### src/rtl/button_conditioner.sv
// button_conditioner: sync, debounce and press/release/short/long classification of one push-button (BUTTON_CONDITIONER_REPEAT_EN adds auto-repeat)
module button_conditioner #(
  parameter int DEBOUNCE_CYCLES = 500000,
  parameter int LONG_CYCLES     = 50000000,
  parameter int REPEAT_CYCLES   = 12500000,
  parameter bit ACTIVE_LOW      = 1'b1
) (
  input  logic CLK,
  input  logic rst_n,
  input  logic button_in,
  output logic pressed,
  output logic press_pulse,
  output logic release_pulse,
  output logic short_pulse,
  output logic long_pulse,
  output logic repeat_pulse
);
  localparam int DW = $clog2(DEBOUNCE_CYCLES) + 1;
  localparam int HW = $clog2(LONG_CYCLES) + 1;
  typedef enum logic [2:0] {IDLE, DEB_PRESS, HELD, LONG_HELD, DEB_RELEASE} state_t;
  state_t state;
  logic [1:0] sync;
  logic [DW-1:0] deb_cnt;
  logic [HW-1:0] hold_cnt;
  logic long_flag;
  logic s;
  assign s = sync[1];
  // two-flop synchroniser of the press level; resets to the released level
  always_ff @(posedge CLK or negedge rst_n)
    if (!rst_n) sync <= 2'b00;
    else sync <= {sync[0], button_in ^ ACTIVE_LOW};
  // debounce and classification FSM with registered level and pulse outputs
  always_ff @(posedge CLK or negedge rst_n)
    if (!rst_n) begin
      state <= IDLE;
      deb_cnt <= '0;
      hold_cnt <= '0;
      long_flag <= 1'b0;
      pressed <= 1'b0;
      press_pulse <= 1'b0;
      release_pulse <= 1'b0;
      short_pulse <= 1'b0;
      long_pulse <= 1'b0;
    end else begin
      press_pulse <= 1'b0;
      release_pulse <= 1'b0;
      short_pulse <= 1'b0;
      long_pulse <= 1'b0;
      case (state)
        IDLE:
          if (s) begin
            state <= DEB_PRESS;
            deb_cnt <= '0;
          end
        DEB_PRESS:
          if (!s) begin
            state <= IDLE;
            deb_cnt <= '0;
          end else if (deb_cnt == DW'(DEBOUNCE_CYCLES - 1)) begin
            state <= HELD;
            deb_cnt <= '0;
            pressed <= 1'b1;
            press_pulse <= 1'b1;
            hold_cnt <= '0;
            long_flag <= 1'b0;
          end else deb_cnt <= deb_cnt + DW'(1);
        HELD: begin
          if (hold_cnt != HW'(LONG_CYCLES)) hold_cnt <= hold_cnt + HW'(1);
          if (hold_cnt == HW'(LONG_CYCLES - 1)) begin
            state <= LONG_HELD;
            long_pulse <= 1'b1;
            long_flag <= 1'b1;
          end else if (!s) begin
            state <= DEB_RELEASE;
            deb_cnt <= '0;
          end
        end
        LONG_HELD:
          if (!s) begin
            state <= DEB_RELEASE;
            deb_cnt <= '0;
          end
        DEB_RELEASE:
          if (s) begin
            state <= long_flag ? LONG_HELD : HELD;
            deb_cnt <= '0;
          end else if (deb_cnt == DW'(DEBOUNCE_CYCLES - 1)) begin
            state <= IDLE;
            deb_cnt <= '0;
            pressed <= 1'b0;
            release_pulse <= 1'b1;
            short_pulse <= !long_flag;
          end else deb_cnt <= deb_cnt + DW'(1);
        default: state <= IDLE;
      endcase
    end
`ifdef BUTTON_CONDITIONER_REPEAT_EN
  localparam int RW = $clog2(REPEAT_CYCLES) + 1;
  logic [RW-1:0] rep_cnt;
  // auto-repeat timer: runs while long-held, holds across a release bounce, clears otherwise
  always_ff @(posedge CLK or negedge rst_n)
    if (!rst_n) begin
      rep_cnt <= '0;
      repeat_pulse <= 1'b0;
    end else begin
      repeat_pulse <= 1'b0;
      if (state == LONG_HELD) begin
        repeat_pulse <= rep_cnt == RW'(REPEAT_CYCLES - 1);
        rep_cnt <= rep_cnt == RW'(REPEAT_CYCLES - 1) ? '0 : rep_cnt + RW'(1);
      end else if (state != DEB_RELEASE) rep_cnt <= '0;
    end
`else
  assign repeat_pulse = 1'b0;
`endif
endmodule

### config.mk
export PLATFORM = sky130hd
export DESIGN_NAME = button_conditioner
export DESIGN_NICKNAME = d
export VERILOG_FILES = /design/src/rtl/button_conditioner.sv
export SDC_FILE = /design/constraint.sdc
export NUM_CORES = 1
export LEC_CHECK = 0
export CORE_MARGIN = 2
export CORE_UTILIZATION = 62
export CTS_CLUSTER_DIAMETER = 60
export CTS_CLUSTER_SIZE = 14
export DETAILED_ROUTE_END_ITERATION = 8
export PLACE_DENSITY_LB_ADDON = 0.25
export SETUP_SLACK_MARGIN = 0.02
export SYNTH_ARGS = -nofsm -noshare
export SYNTH_HDL_FRONTEND = slang
export SYNTH_SLANG_ARGS = --single-unit
### constraint.sdc
create_clock -name CLK -period 2.35 [get_ports CLK]
set_input_delay 0.235 -clock CLK [delete_from_list [all_inputs] [get_ports CLK]]
set_output_delay 0.235 -clock CLK [all_outputs]
set_load 0.02 [all_outputs]
==> Word-level counts from Yosys, hierarchy flattened <==
Index checks and enable logic that the tools add are counted.
{ "word_totals": {"ramBits": 0, "latchBits": 0, "mem_bits_ro": 0, "elab_cells": 78, "out_inout_bits": 6, "memories": 0, "regBits": 58, "input_bits": 3} }
{ "op_classes": {"add_sub_neg": 2, "multipliers": 0, "n_shift": 0, "div": 0, "eq_ne": 17, "muxes": 38, "magnitude_cmp": 0, "bitwise_logic": 1, "n_reduce_logical": 10} }
{ "ops": {"columns": ["op", "n"], "rows": [
  ["$mux W20", 6],
  ["$pmux W20 S5", 1],
  ["$mux W27", 3],
  ["$pmux W27 S2", 1],
  ["$add A27 B1 Y27 const B", 1],
  ["$eq A27 B26 Y1 const B", 1],
  ["$ne A27 B26 Y1 const B", 1],
  ["$mux W3", 7],
  ["$add A20 B1 Y20 const B", 1],
  ["$eq A20 B19 Y1 const B", 1],
  ["$mux W1", 17],
  ["$ne A2 B2 Y1 const B", 8],
  ["$pmux W3 S5", 1],
  ["$reduce_and A4 Y1", 2],
  ["$eq A3 B2 Y1 const B", 2],
  ["$ne A3 B3 Y1 const B", 2],
  ["$reduce_and A3 Y1", 2],
  ["$reduce_and A5 Y1", 1],
  ["$reduce_bool A5 Y1", 1],
  ["$pmux W1 S2", 2],
  ["$reduce_bool A2 Y1", 2],
  ["$eq A3 B1 Y1 const B", 1],
  ["$eq A3 B3 Y1 const B", 1],
  ["$logic_not A3 Y1", 1],
  ["other kinds (2)", 2]
]} }

==> Logic depth before layout (Yosys ltp) <==
Gate-level depths: netlist (run 1).
{ "depth": {"ltp_word": 4, "ltp_mapped": 9, "mapped_depth_nobuf": 7} }

==> Least setup slack after synthesis (run 1) <==
OpenSTA, ideal clock, no wires.
{ "synth_timing": {"path_kind": "flip-flop to flip-flop", "startpoint": "register hold_cnt[8]", "endpoint": "register hold_cnt[12]", "arrival_time_ns": 1.923, "required_ns": 2.230, "setup_ns": 0.120, "slack_ns": 0.306, "stages_incl_launch_ff": 8, "cell_sequence": "dfrtp_1 -> buf_6 -> or4_4 -> nor4_4 -> a31o_2 -> buf_8 -> nand2_1 -> a41o_1"} }
{ "synth_via": {"elab_chain_len": 3, "elab_cells_between_ends": 6} }
{ "synth_lines": {"columns": ["item", "line", "source"], "rows": [
  ["from (decl)", "24", "logic [HW-1:0] hold_cnt;"],
  ["from (signal assigned)", "68", "if (hold_cnt != HW'(LONG_CYCLES)) hold_cnt <= hold_cnt + HW'(1);"],
  ["$add A27 B1 Y27 or $ne A27 B26 Y1 (tied branches)", "68", null],
  ["$mux W27 or $ne A2 B2 Y1 (tied branches)", null, null],
  ["$pmux W27 S2 or $reduce_and A4 Y1 (tied branches)", null, null]
]} }
Several ways; a longest one is shown, not always the timed one. The select of a mux whose other input is x is not followed.
A chain may end at the register's enable or synchronous reset.

==> Worst setup path after layout (run 1) <==
{ "layout_timing": {"startpoint": "register deb_cnt[0]", "endpoint": "register hold_cnt[22]"} }
{ "layout_via": {"elab_chain_len": 3} }
{ "layout_lines": {"columns": ["item", "line", "source"], "rows": [
  ["from (decl)", "23", "logic [DW-1:0] deb_cnt;"],
  ["from (signal assigned)", "66", "end else deb_cnt <= deb_cnt + DW'(1);"],
  ["from (signal assigned)", "93", "end else deb_cnt <= deb_cnt + DW'(1);"],
  ["$eq A20 B19 Y1", "59", "end else if (deb_cnt == DW'(DEBOUNCE_CYCLES - 1)) begin"],
  ["$ne A2 B2 Y1 (no line)", null, null],
  ["$reduce_and A4 Y1 (no line)", null, null]
]} }
No other way between the ends.

==> results of run 1 <==
==> logic make-up (layout without fill, tap and decap cells) <==
family                   count (synthesis)  after routing  synth area share, %
AO/OA/AOI/OAI                           90             90                 18.8
buffers and inverters                   29             52                 5.28
AND/OR/NAND/NOR                        182            182                 29.6
flip-flops                              58             58                 42.5
other                                    1              1                0.110
XOR/XNOR                                 1              1                0.257
adder cells (fa/ha/maj)                  3              3                 1.10
multiplexers                             8              8                 2.35
==> layout make-up <==
| cell class | count | area share (%) |
|---|---|---|
| clock inverters | 6 | 2.10 |
| clock buffers | 10 | 3.61 |
| multi-input cells | 285 | 47.0 |
| inverters | 9 | 0.885 |
| well taps | 72 | 2.36 |
| flip-flops and latches | 58 | 38.0 |
| repair buffers | 27 | 6.03 |
==> layer usage <==
layer	GRT usage, %	vias to the layer above
met5	0	-
li1	-	1439
met2	40.9	97
met3	4.94	18
met1	37.2	1451
met4	13.2	0
==> sequential cells by signal, indices dropped and copies added (netlist names) <==
| register | count |
|---|---|
| deb_cnt | 20 |
| hold_cnt | 27 |
| long_flag | 1 |
| long_pulse | 1 |
| press_pulse | 1 |
| pressed | 1 |
| release_pulse | 1 |
| short_pulse | 1 |
| state | 3 |
| sync | 2 |
==> synthesized netlist by cell type (all sizes together), types with 4 or more instances <==
cell type | instances | area share [%]
dfrtp | 58 | 43
nand2 | 48 | 5.3
nand3 | 32 | 4.7
nor2 | 20 | 2.4
a21oi | 17 | 2.6
o21ai | 16 | 2.3
buf | 14 | 3.6
a31oi | 13 | 2.6
nor3 | 10 | 1.8
inv | 9 | 0.99
nand2b | 9 | 1.6
nor4 | 9 | 2.3
o211ai | 9 | 2.1
or4 | 9 | 2.1
mux2i | 8 | 2.3
nand4 | 8 | 1.5
nor3b | 8 | 1.8
and3 | 7 | 1.3
clkbuf | 6 | 0.66
a22o | 5 | 1.3
a211o | 4 | 1.0
a21o | 4 | 0.95
a41oi | 4 | 1.0
or2 | 4 | 0.73
==> metrics by stage <==
step | hold slack (ps) | utilization (%)
after floorplan | -60.6 | -
after CTS | 311 | 70.5
after global placement | 147 | 66.3
final | 310 | 70.6
after global routing | 352 | 70.6
after detailed placement | 147 | 66.3
==> power by group <==
part	leakage [uW]	switching, uW	internal, uW
combinational	0.000745	207	118
sequential	0.000801	46.8	1040
clock	0.000116	399	618
total	0.00166	653	1770
==> timing repair <==
item	in CTS	in global routing
endpoints found under the setup margin	0	1
resized for setup	0	2
hold buffers	1	0
setup buffers	0	0
endpoints found under the hold margin	12	0
==> critical path: stages (launching register included) <==
cell and delay (ps):
dfrtp_1 400, ha_1 260, nand2_1 120, nor4_2 360, buf_4 210, nand3_1 200, a2111oi_0 420, or2_2 170
==> how the worst max path moves through the flow <==
| stage | startpoint | to | slack (ps) |
|---|---|---|---|
| 6_report | deb_cnt[0] | hold_cnt[22] | 150 |
| 5_1_grt | deb_cnt[0] | hold_cnt[22] | 20 |
| 4_1_cts | deb_cnt[0] | hold_cnt[20] | 190 |
| 3_5_place_dp | deb_cnt[0] | hold_cnt[20] | 210 |
| 3_3_place_gp | deb_cnt[0] | hold_cnt[20] | 250 |
| 2_1_floorplan | hold_cnt[8] | hold_cnt[12] | 310 |
==> results.sh, run 1 <==
export IMPL_status="finished, final reports clean"
export IMPL_max_slew_margin_pct=63.5
export IMPL_ioPinCount=9
export IMPL_antenna_cells=0
export IMPL_wl_per_cell_um=16.2
export IMPL_period_minus_slack_ps=2200
export IMPL_place_congestion=0.868
export IMPL_reg2reg_to="hold_cnt[22]"
export IMPL_row_count=27
export IMPL_ys_types=63
export IMPL_startpoint_type="register"
export IMPL_first_iter_violations=187
export IMPL_yosys_warnings=0
export IMPL_die_h_um=78.2
export IMPL_multi_input_area_um2=1790
export IMPL_synth_edf_count=0
export IMPL_drt_pass1_iter_count=5
export IMPL_grt_pass1_wl_mm=13.0
export IMPL_num_fill_cells=413
export IMPL_routed_wl_mm=7.56
export IMPL_met2_length_mm=3.52
export IMPL_tns_ps=0
export IMPL_numClockSinks=58
export IMPL_vias_per_cell=6.43
export IMPL_hold_viol=0
export IMPL_timing_rr_start="deb_cnt[0]"
export IMPL_worstPathRequired_ps=2640
export IMPL_cts_max_level=3
export IMPL_grt_max_degree=40
export IMPL_ir_drop_mv=0.546
export IMPL_setup_ws_ps=145
export IMPL_clock_skew_ps=10.3
export IMPL_coreArea_um2=5410
export IMPL_cp_max_fo=6
export IMPL_dieWidth_um=78.2
export IMPL_syn_nets=378
export IMPL_synth_seq_cells=58
export IMPL_ant_nets=0
export IMPL_cts_clk_slew_worst_paths_ps=70
export IMPL_worst_setup_path_type="register to register"
export IMPL_mostFrequentLayoutCell="dfrtp_1"
export IMPL_seqCellArea_um2=1450
export IMPL_final_cell_mix="dfrtp_1 (58), nand2_1 (48), nand3_1 (32), nor2_1 (19), buf_4 (18)"
export IMPL_place_ws_ps=206
export IMPL_finalInstanceArea_um2=3820
export IMPL_power_total_uw=2430
export IMPL_syn_avg_cell_area_um2=9.18
export IMPL_gr_total_overflow=0
export IMPL_end_kind="register"
export IMPL_cap_viol_max_count=0
export IMPL_worst_r2r_setup_slack_ps=150
export IMPL_clkLatencyLatePin_ps=350
export IMPL_syn_area_um2=3410
export IMPL_grtUsageTotal_pct=26.9
export IMPL_top_layer_used="met4"
export IMPL_fmax_mhz=454
export IMPL_finalSetupViolCount=0
export IMPL_synth_ff_type="dfrtp_1"
export IMPL_rsz0062_at_grt="false"
export IMPL_grt_pass1_vias=2822
export IMPL_power_per_cell_area_nw_per_um2=636
export IMPL_period_share_pct=93.8
export IMPL_drcViolationCount=0
export IMPL_syn_to_final_growth_pct=11.8
export IMPL_num_vias=3005
export IMPL_port_buffers=7
export IMPL_yosysSeqAreaShare_pct=42.5
export IMPL_cts_made_buffers=9
export IMPL_dp_cells=450
export IMPL_cts_tree="built"
export IMPL_nNetsFinal=396
export IMPL_crit_arrival_ps=2500
export IMPL_synth_async_reset_ratio_pct=100
export IMPL_dp_hpwl_mm=5.26
export IMPL_worst_pin_slew_ps=540
export IMPL_cts_root_buf="clkbuf_8"
export IMPL_layoutNonFillerInstCount=467
export IMPL_cts_buffer_depth=2
export IMPL_die_area_um2=6120
export IMPL_initial_core_util_pct=63.2
export IMPL_hold_path_class="input port to asynchronous set/reset pin"
export IMPL_antenna_found_initial=0
export IMPL_rr_worst_depth=7
export IMPL_layout_drive_gt1_share_pct=14.2
export IMPL_m1WireLength_mm=3.43
export IMPL_slew_violations=0
export IMPL_place_area_um2=3580
export IMPL_p_leak_uw=0.00166
export IMPL_syn_inst=372
export IMPL_dr_wl_met3_um=482
(Power assumes the default switching activity.)
==> run 2, diff against run 1 <==
--- a/config.mk
+++ b/config.mk
@@ -6,7 +6,7 @@
 export NUM_CORES = 1
 export LEC_CHECK = 0
 export CORE_MARGIN = 2
-export CORE_UTILIZATION = 62
+export CORE_UTILIZATION = 60
 export CTS_CLUSTER_DIAMETER = 60
 export CTS_CLUSTER_SIZE = 14
 export DETAILED_ROUTE_END_ITERATION = 8
==> run 2 against run 1 <==
Combinational power increased by 5%. Via count increased by 0.40%. Core utilization decreased by 0.64 points. Routed wire length rose by 1.9%. Clock power hardly changed. Worst hold slack improved by 48 ps. Flip-flop and latch count unchanged. Critical path depth unchanged. Cell area is 0.95% higher. Register-to-register slack worse by 20 ps. Clock-buffer cell count increased by 1. Critical endpoint is now deb_cnt[16].
==> results.sh, run 2 (synthesis results as in run 1) <==
export IMPL_drcViolationCount=0
export IMPL_first_iter_violations=270
export IMPL_grtUsageTotal_pct=26.0
export IMPL_dieWidth_um=79.4
export IMPL_finalSetupViolCount=0
export IMPL_drt_pass1_iter_count=4
export IMPL_worst_pin_slew_ps=578
export IMPL_top_register="hold_cnt"
export IMPL_worst_setup_path_type="register to register"
export IMPL_p_leak_uw=0.00168
export IMPL_numClockSinks=58
export IMPL_worstPathRequired_ps=2570
export IMPL_path_buf_inv=1
export IMPL_crit_arrival_ps=2440
export IMPL_cp_max_fo=5
export IMPL_slew_violations=0
export IMPL_rr_worst_depth=7
export IMPL_cts_root_buf="clkbuf_8"
export IMPL_grt_pass1_wl_mm=12.9
export IMPL_crit_top_cell="nand3_1"
export IMPL_finalHoldWorstSlack_ps=358
export IMPL_dp_hpwl_mm=5.21
export IMPL_power_total_uw=2420
export IMPL_period_share_pct=94.5
export IMPL_status="finished, final reports clean"
export IMPL_path_delay_family="simple AND/OR/NAND/NOR gates"
export IMPL_final_cell_mix="dfrtp_1 (58), nand2_1 (48), nand3_1 (32), buf_4 (22), nor2_1 (19)"
export IMPL_port_buffers=7
export IMPL_grt_max_degree=59
export IMPL_ir_drop_mv=0.463
export IMPL_routed_wl_mm=7.70
export IMPL_initial_core_util_pct=62.0
export IMPL_antenna_cells=0
export IMPL_cts_made_buffers=9
export IMPL_ant_nets=0
export IMPL_clkLatencyLatePin_ps=340
export IMPL_coreArea_um2=5510
export IMPL_holdPathStages=0
export IMPL_nNetsFinal=400
export IMPL_cts_max_level=3
export IMPL_hold_viol=0
export IMPL_ioPinCount=9
export IMPL_rsz0062_at_grt="false"
export IMPL_vias_per_cell=6.43
export IMPL_die_area_um2=6310
export IMPL_fmax_mhz=450
export IMPL_mostFrequentLayoutCell="dfrtp_1"
export IMPL_cts_clk_slew_worst_paths_ps=60
export IMPL_antenna_found_initial=0
export IMPL_critPathMaxStageDelay_ps=540
export IMPL_row_count=27
export IMPL_worst_path_stages=7
export IMPL_end_kind="register"
export IMPL_layout_drive_gt1_share_pct=14.6
export IMPL_grt_pass1_vias=2723
export IMPL_startpoint_type="register"
export IMPL_crit_chain="ha_1, buf_4, nand3_1, nor3_1, nand3_1, and3_1, a211o_1"
export IMPL_die_h_um=79.4
export IMPL_num_vias=3017
export IMPL_syn_to_final_growth_pct=12.8
export IMPL_clock_skew_ps=8.32
export IMPL_slowest_stage="nor3_1"
export IMPL_cts_buffer_depth=2
export IMPL_reg_top3="hold_cnt: 27 flops, deb_cnt: 20 flops, state: 3 flops"
export IMPL_cap_viol_max_count=0
export IMPL_max_slew_margin_pct=61.2
export IMPL_place_congestion=0.868
export IMPL_cts_tree="built"
export IMPL_period_minus_slack_ps=2220
export IMPL_hold_path_class="register to register"
export IMPL_gr_total_overflow=0
export IMPL_power_per_cell_area_nw_per_um2=629
export IMPL_tns_ps=0
export IMPL_num_fill_cells=441
export IMPL_largest_reg_flops=27
export IMPL_wl_per_cell_um=16.4
[run 2: worst paths after layout]
check | to | start | slack, ps
max | deb_cnt[16] | deb_cnt[0] | 130
min | sync[1] | sync[0] | 360
max reg2reg | deb_cnt[16] | deb_cnt[0] | 130
min reg2reg | sync[1] | sync[0] | 360
max in group asynchronous | deb_cnt[16] | rst_n | 1670
min in group asynchronous | short_pulse | rst_n | 430
[run 2: area by class of cell]
class | count | area (um^2) | share of cell area (%)
multi-input cells | 285 | 1810 | 47.0
flip-flops and latches | 58 | 1450 | 37.7
repair buffers | 31 | 260 | 6.76
clock buffers | 11 | 141 | 3.67
well taps | 72 | 90.1 | 2.34
clock inverters | 3 | 65.1 | 1.69
inverters | 9 | 33.8 | 0.877
[run 2: worst reg2reg max path, delay by kind of cell (launching register included)]
family          cells  cell delay, ps
fa+ha+maj           1             190
simple gates        4            1130
compound gates      1             260
buf+inv             1             130
flops               1             400
[run 2: through the flow]
step           cell area, um^2  cells  util [%]  setup slack (ps)
2_1_floorplan             3410    372         -               306
3_3_place_gp              3600    453      65.5              70.8
3_5_place_dp              3600    453      65.5              33.6
4_1_cts                   3820    468      69.4              20.4
5_1_grt                   3850    469      70.0              29.2
6_report                  3850    469      70.0               129
[run 2: where the power goes]
group	internal [uW]	total [uW]	leakage [uW]	switching [uW]
Combinational	123	341	0.000769	217
Clock	613	998	0.000105	385
Sequential	1040	1080	0.000801	45.8
Total	1770	2420	0.00168	648
[run 2: layer usage]
layer	track usage [%]	vias to the layer above	wire length, um	share of wire, %
met5	0	-	0	0
met4	9.83	0	122	1.6
li1	-	1449	-	-
met3	5.09	17	354	4.6
met1	38.5	1470	3800	49
met2	37.5	81	3430	44
[run 2: what timing repair did]
item | 4_1_cts | 5_1_grt
setup buffers | 0 | 1
hold buffers | 1 | 0
resized for setup | 0 | 4
endpoints found under the setup margin | 0 | 22
hold endpoints to repair | 58 | 0
